File: src/rtl/lsu_mem_ctrl.sv
// lsu_mem_ctrl: load/store unit between the core datapath and a valid/ready
// data-memory bus. Aligns byte/halfword/word stores onto bus lanes, extracts
// and sign/zero-extends load data, and stalls the core while the bus is busy.
// Misaligned or unsupported accesses raise memFault without any bus cycle.
//
// Optional feature: define LSU_TIMEOUT_EN to abort a bus access that has not
// been accepted after TIMEOUT cycles (reported with a busErr pulse in DONE).
// Without the macro the bus may wait indefinitely and busErr is tied low.

module lsu_mem_ctrl #(
  parameter int TIMEOUT = 16
) (
  input  logic        clk,
  input  logic        rst,
  input  logic        memRead,
  input  logic        memWrite,
  input  logic [2:0]  funct3,
  input  logic [31:0] dataAdr,
  input  logic [31:0] writeData,
  output logic [31:0] readData,
  output logic        stall,
  output logic        memFault,
  output logic        busErr,
  output logic        busValid,
  input  logic        busReady,
  output logic        busWe,
  output logic [31:0] busAdr,
  output logic [3:0]  busWstrb,
  output logic [31:0] busWdata,
  input  logic [31:0] busRdata
);

  typedef enum logic [1:0] {
    ST_IDLE,
    ST_BUS,
    ST_DONE
  } state_t;

  state_t state_q, state_d;

  logic [31:0] bus_adr_q, bus_adr_d;
  logic        bus_we_q, bus_we_d;
  logic [3:0]  bus_wstrb_q, bus_wstrb_d;
  logic [31:0] bus_wdata_q, bus_wdata_d;
  logic [2:0]  funct3_q, funct3_d;
  logic [1:0]  adr_lo_q, adr_lo_d;
  logic [31:0] rd_reg_q, rd_reg_d;

  logic        req;
  logic        illegal;
  logic        misaligned;
  logic        accept;
  logic        expire;
  logic        err_now;
  logic [3:0]  st_wstrb;
  logic [31:0] st_wdata;
  logic [31:0] lane_word;
  logic [31:0] load_ext;

  // A TIMEOUT below one would make the abort fire before the bus can answer.
  if (TIMEOUT < 1) begin : g_bad_timeout
    $error("lsu_mem_ctrl: TIMEOUT must be at least 1");
  end

  // Classify the current core request: legality, alignment and fault flag.
  always_comb begin
    req        = memRead | memWrite;
    illegal    = 1'b0;
    misaligned = 1'b0;
    if (memWrite) begin
      case (funct3)
        3'b000, 3'b001, 3'b010: illegal = 1'b0;
        default:                illegal = 1'b1;
      endcase
    end else begin
      case (funct3)
        3'b000, 3'b001, 3'b010, 3'b100, 3'b101: illegal = 1'b0;
        default:                                illegal = 1'b1;
      endcase
    end
    case (funct3[1:0])
      2'b01:   misaligned = dataAdr[0];
      2'b10:   misaligned = |dataAdr[1:0];
      default: misaligned = 1'b0;
    endcase
    memFault = req & (illegal | misaligned);
    accept   = (state_q == ST_IDLE) & req & ~memFault;
  end

  // Place store data onto the byte lanes selected by the low address bits.
  always_comb begin
    st_wstrb = 4'b0000;
    st_wdata = writeData;
    case (funct3[1:0])
      2'b00: begin
        st_wstrb = 4'b0001 << dataAdr[1:0];
        st_wdata = {4{writeData[7:0]}};
      end
      2'b01: begin
        st_wstrb = 4'b0011 << dataAdr[1:0];
        st_wdata = {2{writeData[15:0]}};
      end
      default: begin
        st_wstrb = 4'b1111;
        st_wdata = writeData;
      end
    endcase
    if (!memWrite) begin
      st_wstrb = 4'b0000;
    end
  end

`ifdef LSU_TIMEOUT_EN
  localparam int CNT_W = $clog2(TIMEOUT + 1);
  localparam logic [CNT_W-1:0] CNT_LAST = CNT_W'(TIMEOUT - 1);

  logic [CNT_W-1:0] cnt_q, cnt_d;
  logic             timed_out_q, timed_out_d;

  // Count unanswered bus cycles; remember whether the access was aborted.
  always_comb begin
    cnt_d       = cnt_q;
    timed_out_d = timed_out_q;
    expire      = (state_q == ST_BUS) & ~busReady & (cnt_q == CNT_LAST);
    case (state_q)
      ST_IDLE: begin
        cnt_d       = '0;
        timed_out_d = 1'b0;
      end
      ST_BUS: begin
        if (!busReady) begin
          cnt_d = cnt_q + 1'b1;
        end
        timed_out_d = expire;
      end
      default: begin
        cnt_d       = cnt_q;
        timed_out_d = timed_out_q;
      end
    endcase
    err_now = (state_q == ST_DONE) & timed_out_q;
  end

  // Timeout counter and abort flag registers.
  always_ff @(posedge clk) begin
    if (rst) begin
      cnt_q       <= '0;
      timed_out_q <= 1'b0;
    end else begin
      cnt_q       <= cnt_d;
      timed_out_q <= timed_out_d;
    end
  end
`else
  // Without the timeout option the bus access is never aborted.
  always_comb begin
    expire  = 1'b0;
    err_now = 1'b0;
  end
`endif

  // FSM next-state: accept in IDLE, wait for the bus, present result once.
  always_comb begin
    state_d = state_q;
    case (state_q)
      ST_IDLE: begin
        if (accept) begin
          state_d = ST_BUS;
        end
      end
      ST_BUS: begin
        if (busReady || expire) begin
          state_d = ST_DONE;
        end
      end
      ST_DONE: state_d = ST_IDLE;
      default: state_d = ST_IDLE;
    endcase
  end

  // Capture the bus request when accepted and the read data on completion.
  always_comb begin
    bus_adr_d   = bus_adr_q;
    bus_we_d    = bus_we_q;
    bus_wstrb_d = bus_wstrb_q;
    bus_wdata_d = bus_wdata_q;
    funct3_d    = funct3_q;
    adr_lo_d    = adr_lo_q;
    rd_reg_d    = rd_reg_q;
    if (accept) begin
      bus_adr_d   = {dataAdr[31:2], 2'b00};
      bus_we_d    = memWrite;
      bus_wstrb_d = st_wstrb;
      bus_wdata_d = st_wdata;
      funct3_d    = funct3;
      adr_lo_d    = dataAdr[1:0];
    end
    if ((state_q == ST_BUS) && busReady) begin
      rd_reg_d = busRdata;
    end
  end

  // State and datapath registers with synchronous reset.
  always_ff @(posedge clk) begin
    if (rst) begin
      state_q     <= ST_IDLE;
      bus_adr_q   <= '0;
      bus_we_q    <= 1'b0;
      bus_wstrb_q <= '0;
      bus_wdata_q <= '0;
      funct3_q    <= '0;
      adr_lo_q    <= '0;
      rd_reg_q    <= '0;
    end else begin
      state_q     <= state_d;
      bus_adr_q   <= bus_adr_d;
      bus_we_q    <= bus_we_d;
      bus_wstrb_q <= bus_wstrb_d;
      bus_wdata_q <= bus_wdata_d;
      funct3_q    <= funct3_d;
      adr_lo_q    <= adr_lo_d;
      rd_reg_q    <= rd_reg_d;
    end
  end

  // Extract and extend the addressed byte/halfword from the captured word.
  always_comb begin
    lane_word = rd_reg_q >> {adr_lo_q, 3'b000};
    case (funct3_q[1:0])
      2'b00:   load_ext = {{24{~funct3_q[2] & lane_word[7]}}, lane_word[7:0]};
      2'b01:   load_ext = {{16{~funct3_q[2] & lane_word[15]}}, lane_word[15:0]};
      default: load_ext = lane_word;
    endcase
  end

  // FSM outputs: bus handshake, core stall, result and error reporting.
  always_comb begin
    busValid = (state_q == ST_BUS);
    stall    = accept | (state_q == ST_BUS);
    busErr   = err_now;
    readData = '0;
    if ((state_q == ST_DONE) && !err_now) begin
      readData = load_ext;
    end
  end

  assign busAdr   = bus_adr_q;
  assign busWe    = bus_we_q;
  assign busWstrb = bus_wstrb_q;
  assign busWdata = bus_wdata_q;

endmodule

File: config.mk
export PLATFORM = sky130hd
export DESIGN_NAME = lsu_mem_ctrl
export DESIGN_NICKNAME = d
export VERILOG_FILES = /design/src/rtl/lsu_mem_ctrl.sv
export SDC_FILE = /design/constraint.sdc
export NUM_CORES = 1
export LEC_CHECK = 0
export BUFFER_PORTS_ARGS = -buffer_cell sky130_fd_sc_hd__buf_4
export CORE_AREA = 2 2 124 126
export DETAILED_ROUTE_END_ITERATION = 16
export DIE_AREA = 0 0 126 128
export SLEW_MARGIN = 20
export SYNTH_ARGS = -nofsm -noshare
export SYNTH_HDL_FRONTEND = slang
export SYNTH_SLANG_ARGS = --single-unit
File: constraint.sdc
create_clock -name clk -period 2.2 [get_ports clk]
set_input_delay 0.22 -clock clk [delete_from_list [all_inputs] [get_ports clk]]
set_output_delay 0.22 -clock clk [all_outputs]
set_load 0.005 [all_outputs]
Word level (Yosys, flattened, before mapping)
Cells that the tools add are included.
{"block": "totals", "ff_bits": 106, "in_bits": 104, "output_inout_bits": 105, "word_cells": 53}
{"block": "classes", "eq_ne": 11, "n_shift": 3, "mux": 12, "n_bitwise": 10, "reduce_logical": 9}
{"op": "32-bit one-hot mux with 2 select lines", "count": 2}
{"op": "32-bit 2-to-1 mux", "count": 1}
{"op": "32-bit by 5-bit right shift with 32-bit output", "count": 1}
{"op": "4-bit one-hot mux with 2 select lines", "count": 1}
{"op": "2-bit by 1-bit equality test with 1-bit output (second input constant)", "count": 3}
{"op": "3-bit equality test (second input constant)", "count": 2}
{"op": "2-bit logical NOT", "count": 3}
{"op": "1-bit AND", "count": 5}
{"op": "5-bit OR reduction", "count": 1}
{"op": "2-bit equality test (second input constant)", "count": 2}
{"op": "2-bit 2-to-1 mux", "count": 2}
{"op": "4-bit 2-to-1 mux", "count": 1}
{"op": "2-bit one-hot mux with 2 select lines", "count": 1}
{"op": "1-bit by 2-bit left shift with 4-bit output (first input constant)", "count": 1}
{"op": "2-bit by 2-bit left shift with 4-bit output (first input constant)", "count": 1}
{"op": "3-bit by 1-bit equality test with 1-bit output (second input constant)", "count": 1}
{"op": "3-bit by 2-bit equality test with 1-bit output (second input constant)", "count": 1}
{"op": "3-bit logical NOT", "count": 1}
{"op": "1-bit 2-to-1 mux", "count": 3}
{"op": "1-bit bitwise OR", "count": 3}
{"op": "3-bit OR reduction", "count": 1}
{"op": "2-bit by 1-bit != test with 1-bit output (second input constant)", "count": 1}
{"op": "2-bit != test (second input constant)", "count": 1}
{"op": "1-bit inverter", "count": 2}
{"op": "other kinds (4)", "count": 4}

Depth between registers and ports, before layout
Gate-level depths: netlist of the first run.
{"block": "logic_depth", "ltp_word": 10, "ltp_mapped": 9, "mapped_depth_nobuf": 6}

Least setup slack after synthesis of the first run
No wires, ideal clock.
{"block": "synth_timing", "path_kind": "input to register", "startpoint": "input funct3[1]", "endpoint": "register bus_wdata_q[24], in the netlist busWdata[24]", "setup_ns": 0.091, "arrival_ns": 1.820, "required_time_ns": 2.109, "slack_ns": 0.289, "path_stages": 8, "n_path_buf": 2, "cell_sequence": "inv_1 > ha_1 > buf_2 > o21bai_1 > a2111oi_4 > buf_2 > a21oi_1 > a311oi_1"}
{"block": "synth_between", "elab_chain_len": 8, "word_cells_on_any_way": 19, "classes_between": "eq/ne: 6; mux: 5; bitwise: 4; reduce/logical: 4"}
{"item": "from (decl)", "line": "17", "rtl": "input logic [2:0] funct3,"}
{"item": "3-bit by 1-bit equality test with 1-bit output, or another cell as far along", "line": "71, 76"}
{"item": "5-bit OR reduction or 3-bit OR reduction (tied branches)", "line": "76, 71"}
{"item": "1-bit 2-to-1 mux, on equally long branches", "line": "76, 71"}
{"item": "1-bit 2-to-1 mux", "line": "70", "rtl": "if (memWrite) begin"}
{"item": "1-bit bitwise OR", "line": "86", "rtl": "memFault = req & (illegal | misaligned);"}
{"item": "1-bit AND", "line": "86"}
{"item": "1-bit inverter", "line": "87", "rtl": "accept = (state_q == ST_IDLE) & req & ~memFault;"}
{"item": "1-bit AND", "line": "87"}
{"item": "to (signal assigned)", "line": "219", "rtl": "bus_wdata_q <= bus_wdata_d;"}
{"item": "to (decl)", "line": "44", "rtl": "logic [31:0] bus_wdata_q, bus_wdata_d;"}
Several ways; a longest one is shown, not always the timed one.
A chain may end at the register's enable or synchronous reset.

Worst setup path in the final report of the first run
{"block": "layout_timing", "startpoint": "register adr_lo_q[1]", "endpoint": "output readData[31]"}
{"block": "layout_between", "elab_chain_len": 4, "word_cells_on_any_way": 5, "classes_between": "shift: 1; mux: 2; bitwise: 2"}
{"item": "from (decl)", "line": "46", "rtl": "logic [1:0] adr_lo_q, adr_lo_d;"}
{"item": "from (signal assigned)", "line": "221", "rtl": "adr_lo_q <= adr_lo_d;"}
{"item": "32-bit by 5-bit right shift with 32-bit output *", "line": "228", "rtl": "lane_word = rd_reg_q >> {adr_lo_q, 3'b000};"}
{"item": "1-bit AND, on equally long branches", "line": "231, 230"}
{"item": "32-bit one-hot mux with 2 select lines *", "line": "229", "rtl": "case (funct3_q[1:0])"}
{"item": "32-bit 2-to-1 mux *", "line": "242", "rtl": "if ((state_q == ST_DONE) && !err_now) begin"}
{"item": "to (decl)", "line": "20", "rtl": "output logic [31:0] readData,"}
Mark *: on every way between the ends. The rest lies on a longest branch, timed or not.

==> results.md, run 1 <==
- Crit path max fanout: 8
- Core footprint: 14900 sq um
- Seq. cell area: between 2000 and 2500 sq um
- TritonCTS clock tree: done
- Clock sinks: 106
- Critical path data required time: a little under 2000 ps
- Fin nets: 918
- Worst-margin pin slew: between 600 and 700 ps
- DR pass1 iterations: 5
- Die H: 128 microns
- First-pass GRT wire length: roughly 26000 microns
- Antenna viol nets, final: 0
- PortBufs: just over 200
- Core Rows: between 40 and 50
- Fillers: 1484
- Vias in the first global route: around 5200
- Netlist cell types: 42
- Critical path class: flip-flop to output port
- DP Worst Slack: about 110 ps
- Initial DRC count: between 300 and 400
- Startpoint Class: flip-flop
- Total power: 4.83 mW
- Clk pin slew, worst setup/hold paths: 70 ps
- Critical path arrival: 1860 ps
- FF+latch count, synth: ~110
- # DRC: 0
- Slew Viols, Final: 0
- Pwr/cell area: just under 700 nW/um^2
- Initial Util: 33.4%
- Final period util: 94.3%
- Max incr delay on CP: 410 ps
- Maximum clock insertion buffer count: 2
- Via density per instance: 5.38
- Number of H-tree levels: 3
- Area Overhead vs Synth: 42.3%
- Final hold vios: 0
- Overall routing resource usage: 20.0%
- Register area share after synthesis: 42.7%
- Tmin final: 2080 ps
- GPL Wtd Cong: 0.925
- Max Fclk: a little under 500 MHz
- # setup viols final: 0
- Critical-path cell list: mux2i_2, nor2_1, o31a_1, a21o_1, buf_4
- I/O pins: 209
- Relative slew slack: between 50 and 60%
- Final WS setup: 124 ps
- Largest net degree at the start of global routing: between 50 and 60
- Ys Warns: 0
- Die ar.: 16100 sq um
- Multi-input gate area: 2600 sq um
- Chip width: 126 microns
- Hold Buf Count CTS: 0
- DR vias: 5401
- Worst min path class: input pin to flip-flop
- Peak supply drop: 0.000298 V
- Total global routing overflow: 0
- Final Skew: 4.22 ps
- Layout cells sized above 1: a little under a third
- Critical path endpoint category: output port
- Drt total wl: ~17000 microns
- WL per Instance: 17.0 microns
- Clock Latency Late Sink: 340 ps
- Worst hold margin: ~110 ps
- Leakage power: 2.95 nW
- MaxCap Viol Count: 0
- Status: complete, no violations
- Post-DP HPWL: about 13000 microns
- Antenna violations before repair: 0
- Critical Path Slowest Stage Cell: o31a_1
- Total CTS buffers: 9
- Post-Route Setup TNS: 0 ps
- Synthesized area per cell: 7.85 sq um
- Synthesized area: between 4000 and 5000 sq um
- N_diodes: 0
- Syn Inst Count: 633
- Clk root buf: clkbuf_16
-- critical path: cells and delay by family, from the launching register on --
kind,cells,cell delay [ps]
AND/OR/NAND/NOR,1,100
AO/OA/AOI/OAI,2,610
buffers and inverters,1,130
multiplexers,1,270
flip-flops,1,400
-- per-stage QoR --
stage               utilization (%)  cell area, sq um  std cells
CTS                            47.5              7050       1003
floorplan                         -              4980        635
global placement               45.4              6740        987
detailed placement             45.4              6740        987
finish                         47.6              7070       1004
global route                   47.6              7070       1004
-- flip-flops by register name, indices dropped and copies added (netlist names) --
signal,flops
state_q,2
funct3_q,3
busAdr,30
rd_reg_q,32
busWstrb,4
busWdata,32
adr_lo_q,2
busWe,1
-- report_power, final --
group	internal (mW)	total [mW]	switching (mW)	leakage, nW
Sequential	2.06	2.16	0.0968	0.866
Clock	0.943	1.64	0.699	0.145
Combinational	0.503	1.03	0.527	1.94
-- cell families (layout without fill, tap and decap cells) --
group / Yosys count / in the layout / synth area share, %
buf+inv: 68 / 249 / 5.51
other cells: 1 / 3 / 0.0754
fa+ha+maj: 3 / 3 / 0.755
compound gates: 250 / 250 / 29.7
mux: 18 / 18 / 3.65
xor+xnor: 1 / 1 / 0.176
flops: 106 / 106 / 42.7
simple gates: 186 / 186 / 17.4
-- worst paths after layout --
kind | startpoint | to | slack, ps | cells past startpoint
max | adr_lo_q[1]$_SDFFE_PP0P_ | readData[31] | 120 | 5
min reg2reg | rd_reg_q[3]$_SDFFE_PP0P_ | rd_reg_q[3]$_SDFFE_PP0P_ | 460 | 2
max reg2reg | state_q[1]$_SDFFE_PP0P_ | busAdr[29]$_SDFFE_PP0P_ | 440 | 5
min | busRdata[10] | rd_reg_q[10]$_SDFFE_PP0P_ | 110 | 3
-- repair_timing --
item / CTS / global route
gates resized for setup: 1 / 3
setup endpoints to repair: 3 / 25
pin swaps: 0 / 2
setup buffers: 0 / 1
-- Yosys cell counts --
library cell / count / share of area (%)
nand3_1: 50 / 5.0
nor3b_2: 1 / 0.25
and3_1: 2 / 0.25
o211a_1: 1 / 0.20
a211oi_1: 23 / 3.5
a311oi_1: 16 / 2.8
or2_1: 1 / 0.13
o2111ai_1: 1 / 0.18
nor3_1: 2 / 0.20
xnor2_1: 1 / 0.18
inv_1: 2 / 0.15
and2_1: 8 / 1.0
ha_1: 3 / 0.76
o21bai_1: 1 / 0.15
a22oi_1: 16 / 2.4
dfxtp_1: 106 / 43
a2111oi_4: 1 / 0.55
a31oi_1: 1 / 0.13
buf_2: 6 / 0.60
o21ai_1: 8 / 0.81
o31ai_1: 1 / 0.15
nand2_1: 86 / 6.5
mux2_2: 1 / 0.23
clkbuf_1: 55 / 4.2
o22ai_1: 1 / 0.13
o31a_1: 1 / 0.18
a21o_1: 8 / 1.2
nand4_1: 1 / 0.13
a2111o_1: 1 / 0.23
o21ai_0: 57 / 5.7
nor2b_1: 10 / 1.3
or2_2: 3 / 0.38
nor2_2: 1 / 0.13
nand2b_1: 8 / 1.0
a21oi_1: 113 / 11
mux2i_1: 17 / 3.4
nor2_1: 11 / 0.83
nand3b_1: 1 / 0.15
buf_4: 3 / 0.45
conb_1: 1 / 0.075
buf_1: 2 / 0.15
or3b_2: 1 / 0.18
-- area by class of cell --
| cell class | instances | area share [%] |
|---|---|---|
| clock buffers | 12 | 3.63 |
| clock inverters | 4 | 0.708 |
| inverters | 2 | 0.106 |
| multi-input cells | 461 | 36.8 |
| flip-flops and latches | 106 | 30.0 |
| well taps | 188 | 3.33 |
| repair buffers | 231 | 25.4 |
-- routing by layer --
metal  vias up  wire (microns)  global-route usage, %
li1       2614               -                      -
met1      2538            7170                   24.9
met2       218            8400                   34.5
met3        31            1030                   3.59
met4         0             421                   7.95
met5         -               0                      0
-- layout by cell type (no fill, tap or decap), types with 2 or more instances in the layout --
cell	netlist	routed
nand3_1	50	50
mux2i_1	17	16
nor3_1	2	2
a211oi_1	23	23
and3_1	2	2
conb_1	1	3
nand2b_1	8	8
o21ai_0	57	57
nor2_1	11	10
dfxtp_1	106	105
o21ai_1	8	8
or2_2	3	3
nand2_1	86	86
buf_4	3	226
a22oi_1	16	16
ha_1	3	3
clkbuf_8	0	2
clkinvlp_4	0	2
a21o_1	8	8
a311oi_1	16	16
and2_1	8	8
buf_12	0	5
a21oi_1	113	113
clkbuf_16	0	9
nor2b_1	10	10
inv_1	2	2
Power figures use the tool's default switching activity.
==> inputs of run 2 (changes only) <==
- PLACE_DENSITY: not set -> 0.63
==> run 2 against run 1 <==
  * Critical path type unchanged
  * Global-route usage barely moved
  * Maximum frequency fell by 0.47%
  * Wire length fell by 2.3%
  * Largest cell class unchanged
  * Die area did not move
  * First-iteration DRC count fell by 6.0%
==> results.md, run 2 (same netlist as run 1, synthesis figures left out) <==
- MaxCap Viol Count: 0 (unchanged)
- Critical path endpoint category: output port (unchanged)
- Commonest non-fill, non-tap cells in the layout: buf_4, a21oi_1, dfxtp_1 (unchanged)
- Worst setup path startpoint: state_q[1]$_SDFFE_PP0P_ (was adr_lo_q[1]$_SDFFE_PP0P_)
- Drt total wl: 16600 microns (was 17000 microns)
- Worst R2R Start: state_q[1]$_SDFFE_PP0P_ (unchanged)
- DR pass1 iterations: 4 (was 5)
- Core footprint: 14900 sq um (unchanged)
- Net load switching power: 1.38 mW (was 1.32 mW)
- Most common cell after layout, fill and taps aside: buf_4 (unchanged)
- Clock Latency Late Sink: 350 ps (was 340 ps)
- Sw Ratio: 28.6% (was 27.4%)
- Leakage power: 2.97 nW (was 2.95 nW)
- Slew Viols, Final: 0 (unchanged)
- Area Overhead vs Synth: 42.8% (was 42.3%)
- DR vias: 5266 (was 5401)
- Clk root buf: clkbuf_16 (unchanged)
- Antenna violations before repair: 0 (unchanged)
- Total global routing overflow: 0 (unchanged)
- Worst min path class: input pin to flip-flop (unchanged)
- Worst-margin pin slew: 636 ps (was 621 ps)
- Relative slew slack: 57.5% (was 58.4%)
- Total CTS buffers: 9 (unchanged)
- RSZ-0062 raised after global routing: false
- Clock power frac: 34.3% (was 34.0%)
- Initial DRC count: 314 (was 334)
- Die ar.: 16100 sq um (unchanged)
- Reg power frac: 44.4% (was 44.7%)
- Maximum clock insertion buffer count: 2 (unchanged)
- Tmin final: 2090 ps (was 2080 ps)
- First-pass GRT wire length: 26100 microns (was 26200 microns)
- Status: complete, no violations (unchanged)
- Post-DP HPWL: 11900 microns (was 12700 microns)
- Clock sinks: 106 (unchanged)
- Int Power: 3.46 mW (was 3.51 mW)
- Critical path class: flip-flop to output port (unchanged)
- Core Rows: 45 (unchanged)
- Final period util: 94.8% (was 94.3%)
- Critical path data required time: 1980 ps (about the same)
- Hold Crit Start: busRdata[4] (was busRdata[10])
- Post-Route Setup TNS: 0 ps (unchanged)
- Peak supply drop: 0.000337 V (was 0.000298 V)
- Final hold vios: 0 (unchanged)
- Startpoint Class: flip-flop (unchanged)
- Layout cells sized above 1: 31.8% (was 31.6%)
- WL per Instance: 16.5 microns (was 17.0 microns)
- Pwr/cell area: 682 nW/um^2 (was 683 nW/um^2)
- Largest net degree at the start of global routing: 62 (was 56)
- Critical path arrival: 1870 ps (was 1860 ps)
- TritonCTS clock tree: done (unchanged)
- Initial Util: 33.4% (unchanged)
- N_diodes: 0 (unchanged)
- Crit path max fanout: 4 (was 8)
- Antenna viol nets, final: 0 (unchanged)
- DP Worst Slack: 113 ps (was 114 ps)
- Chip width: 126 microns (unchanged)
- Final Skew: 6.20 ps (was 4.22 ps)
- PortBufs: 205 (unchanged)
- Final WS setup: 115 ps (was 124 ps)
- Max Fclk: 480 MHz (was 482 MHz)
- I/O pins: 209 (unchanged)
- Fin nets: 920 (was 918)
- # setup viols final: 0 (unchanged)
- Power share of the combinational group: 21.4% (was 21.3%)
- Via density per instance: 5.23 (was 5.38)
- Die H: 128 microns (unchanged)
- GPL Wtd Cong: 0.828 (was 0.925)
- # DRC: 0 (unchanged)
- Overall routing resource usage: 20.0% (about the same)
- Number of H-tree levels: 3 (unchanged)
- Clk pin slew, worst setup/hold paths: 80 ps (was 70 ps)
- Vias in the first global route: 4933 (was 5152)
[run 2: cell count changes in the layout (fill, tap and decap cells not counted), sizes merged]
cell    before  now
buf        231  233
inv          2    4
clkbuf      12    9
clkinv       1    2
[run 2: through the flow]
| step | total power [mW] | area [sq um] | hold WS, ps | util (%) | cells |
|---|---|---|---|---|---|
| floorplan | 2.68 | 4980 | 356 | - | 635 |
| global placement | 3.22 | 6770 | 440 | 45.6 | 989 |
| detailed placement | 3.22 | 6770 | 446 | 45.6 | 989 |
| CTS | 4.89 | 7080 | 94.8 | 47.6 | 1005 |
| global route | 5.08 | 7100 | 98.8 | 47.8 | 1006 |
| finish | 4.84 | 7100 | 105 | 47.8 | 1006 |
[run 2: path summary, 6_finish.rpt]
kind         depth (start not counted)                   endpoint  slack, ps
max reg2reg                          5  busWdata[16]$_SDFFE_PP0P_        360
min reg2reg                          2   rd_reg_q[3]$_SDFFE_PP0P_        450
max                                  5                      stall        110
min                                  3   rd_reg_q[4]$_SDFFE_PP0P_        110
[run 2: per-layer routing]
| metal | global-route usage (%) | wire length (microns) |
|---|---|---|
| met1 | 27.1 | 7630 |
| met2 | 31.7 | 7770 |
| met3 | 4.09 | 963 |
| met4 | 7.56 | 273 |
| met5 | 0 | 0 |
[run 2: repair_timing]
action                     CTS  global route
setup endpoints to repair   10            10
cloned                       0             0
hold buffers                 0             0
resized for setup            2             3
buffers inserted             0             1
hold endpoints to repair     0             0
pin swaps                    0             1
[run 2: power by group through the flow]
stage                     Clock [mW]  Combinational, mW  Sequential, mW
after global routing            1.78               1.14            2.17
final                           1.66               1.03            2.15
after global placement             0               1.03            2.19
after floorplan                    0              0.506            2.18
after CTS                       1.70               1.04            2.15
after detailed placement           0               1.04            2.19
[run 2: final cells by class]
cell class | instances | area [sq um]
fill | 1556 | 7760
multi-input combinational | 461 | 2610
sequential | 106 | 2130
timing repair buffer | 233 | 1820
tap | 188 | 235
clock buffer | 9 | 225
clock inverter | 7 | 76.3
inverter | 2 | 7.51
[run 2: worst max-delay path, stage by stage, from the launching register on]
cell,delay [ps]
dfxtp_1,320
or2_2,340
a2111oi_4,430
nand2_1,200
nand2b_1,110
buf_4,110
==> inputs of run 3 (changes only) <==
- CORE_AREA: 2 2 124 126 -> 2 2 115 117
- DIE_AREA: 0 0 126 128 -> 0 0 117 119
- PLACE_DENSITY: 0.63 -> 0.71
==> run 3 against run 2 <==
  * Combinational power barely moved
  * Count of clock-buffer cells in the layout rose by 3
  * Largest cell class unchanged
  * Via count rose by 4.0%
  * Final cell count fell by 1.4%
  * Sequential power barely moved
  * Critical path type unchanged
  * Worst hold slack improved by 23 ps
==> results.md, run 3 (same netlist as run 1, synthesis figures left out) <==
- Fin nets: 918 (was 920)
- TritonCTS clock tree: done (unchanged)
- Met1 GRT Util: 29.2% (was 27.1%)
- Final Non-Filler Cells: 992 (was 1006)
- Worst min path class: input pin to flip-flop (unchanged)
- Peak supply drop: 0.000404 V (was 0.000337 V)
- MaxCap Viol Count: 0 (unchanged)
- Crit path max fanout: 8 (was 4)
- Total CTS buffers: 9 (unchanged)
- First-pass GRT wire length: 25700 microns (was 26100 microns)
- # setup viols final: 0 (unchanged)
- M2 GR Usage: 37.7% (was 31.7%)
- Core Rows: 42 (was 45)
- PortBufs: 205 (unchanged)
- Vias in the first global route: 5169 (was 4933)
- Int Power: 3.38 mW (was 3.46 mW)
- # DRC: 0 (unchanged)
- Clock power frac: 32.2% (was 34.3%)
- Reg power frac: 45.9% (was 44.4%)
- Placed Area: 6720 sq um (was 6770 sq um)
- Most common cell after layout, fill and taps aside: buf_4 (unchanged)
- DR pass1 iterations: 5 (was 4)
- Die H: 119 microns (was 128 microns)
- Clock sinks: 106 (unchanged)
- Drt total wl: 16400 microns (was 16600 microns)
- Post-DP HPWL: 11900 microns (about the same)
- Clk root buf: clkbuf_16 (unchanged)
- GPL Wtd Cong: 0.916 (was 0.828)
- N_diodes: 0 (unchanged)
- Number of H-tree levels: 3 (unchanged)
- Critical path arrival: 1900 ps (was 1870 ps)
- Hold Crit Depth: 3 (unchanged)
- Startpoint Class: flip-flop (unchanged)
- Final hold vios: 0 (unchanged)
- Antenna violations before repair: 0 (unchanged)
- Maximum clock insertion buffer count: 2 (unchanged)
- Tmin final: 2120 ps (was 2090 ps)
- DR vias: 5475 (was 5266)
- Reg2Reg Depth: 5 (unchanged)
- Slew Viols, Final: 0 (unchanged)
- Critical path endpoint category: output port (unchanged)
- Final period util: 96.6% (was 94.8%)
- Clock Latency Late Sink: 330 ps (was 350 ps)
- Sw Ratio: 27.8% (was 28.6%)
- Hold EP: rd_reg_q[10]$_SDFFE_PP0P_ (was rd_reg_q[4]$_SDFFE_PP0P_)
- Most Used Layer, Global Route: met2 (unchanged)
- Relative slew slack: 64.3% (was 57.5%)
- Initial DRC count: 449 (was 314)
- Die ar.: 13900 sq um (was 16100 sq um)
- Dpl cells: 975 (was 989)
- Status: complete, no violations (unchanged)
- Worst reg-to-reg setup slack: 340 ps (was 360 ps)
- Worst hold margin: 128 ps (was 105 ps)
- Reg2reg end: busWdata[9]$_SDFFE_PP0P_ (was busWdata[16]$_SDFFE_PP0P_)
- Worst setup path startpoint: adr_lo_q[1]$_SDFFE_PP0P_ (was state_q[1]$_SDFFE_PP0P_)
- Pwr/cell area: 668 nW/um^2 (was 682 nW/um^2)
- Hold Buf Count CTS: 0 (unchanged)
- Initial Util: 38.6% (was 33.4%)
- Fillers: 1184 (was 1556)
- Critical path class: flip-flop to output port (unchanged)
- Post-Route Utilization: 54.5% (was 47.8%)
- Fin area: 7020 sq um (was 7100 sq um)
- Hold Crit Start: busRdata[10] (was busRdata[4])
- Via density per instance: 5.52 (was 5.23)
- Layout cells sized above 1: 31.7% (was 31.8%)
- Max Fclk: 471 MHz (was 480 MHz)
- Worst R2R Start: state_q[1]$_SDFFE_PP0P_ (unchanged)
- Area Overhead vs Synth: 41.2% (was 42.8%)
- GR met3 Demand/Resource: 4.38% (was 4.09%)
- Critical path data required time: 1980 ps (about the same)
- Net load switching power: 1.30 mW (was 1.38 mW)
- WL per Instance: 16.5 microns (about the same)
- Worst-margin pin slew: 536 ps (was 636 ps)
- Final Skew: 4.80 ps (was 6.20 ps)
- Leakage power: 2.94 nW (was 2.97 nW)
- Overall routing resource usage: 22.9% (was 20.0%)
- Total global routing overflow: 0 (unchanged)
- Antenna viol nets, final: 0 (unchanged)
- Chip width: 117 microns (was 126 microns)
- Core footprint: 12900 sq um (was 14900 sq um)
- I/O pins: 209 (unchanged)
- Power share of the combinational group: 21.8% (was 21.4%)
- Largest net degree at the start of global routing: 60 (was 62)
- Clk pin slew, worst setup/hold paths: 70 ps (was 80 ps)
- Commonest non-fill, non-tap cells in the layout: buf_4, a21oi_1, dfxtp_1 (unchanged)
## run 3: changes by cell type in the layout (fill, tap and decap cells not counted), sizes merged
cell      previous run  this run
bufinv               1         0
inv                  4         2
clkinvlp             2         1
buf                233       231
clkbuf               9        12
clkinv               2         3
## run 3: worst max-delay path by stage
stage,endpoint,slack (ps),cells after the start
floorplan,busWdata[24]$_SDFFE_PP0P_,290,8
global placement,busWdata[11]$_SDFFE_PP0P_,120,9
detailed placement,busWdata[12]$_SDFFE_PP0P_,20,9
CTS,readData[30],5,5
global route,readData[15],-10,7
finish,readData[30],80,7
## run 3: timing repair
action                                  CTS  global route
buffers inserted                          0             1
endpoints found under the setup margin    4            12
resized for setup                         1             4
## run 3: power by group through the flow
stage	Combinational, mW	Sequential [mW]	Clock (mW)
2_1_floorplan	0.506	2.18	0
3_3_place_gp	0.993	2.19	0
3_5_place_dp	1.02	2.19	0
4_1_cts	1.02	2.15	1.56
5_1_grt	1.11	2.17	1.65
6_report	1.02	2.15	1.51
## run 3: layer usage
| layer | routed length, microns | up-vias |
|---|---|---|
| met5 | 0 | - |
| met4 | 473 | 0 |
| met3 | 1160 | 37 |
| met2 | 8060 | 252 |
| met1 | 6730 | 2572 |
| li1 | - | 2614 |
## run 3: cell type report
type / count / area (sq um) / area share, %
multi-input combinational: 461 / 2600 / 37.1
sequential: 106 / 2120 / 30.2
timing repair buffer: 231 / 1780 / 25.4
clock buffer: 12 / 256 / 3.65
tap: 176 / 220 / 3.14
clock inverter: 4 / 26.3 / 0.374
inverter: 2 / 7.51 / 0.107
## run 3: per-stage QoR
stage / worst slack (ps) / power, mW / TNS, ps
2_1_floorplan: 289 / 2.68 / 0
3_3_place_gp: 121 / 3.18 / 0
3_5_place_dp: 16.6 / 3.21 / 0
4_1_cts: 4.90 / 4.73 / 0
5_1_grt: -13.0 / 4.93 / -13.0
6_report: 75.2 / 4.69 / 0
## run 3: critical path, cell delays in order, from the launching register on
cell and delay [ps]:
dfxtp_2 380, buf_4 190, nor2b_1 70, and3_1 190, o31a_1 250, buf_4 170
a21o_1 190, buf_4 140
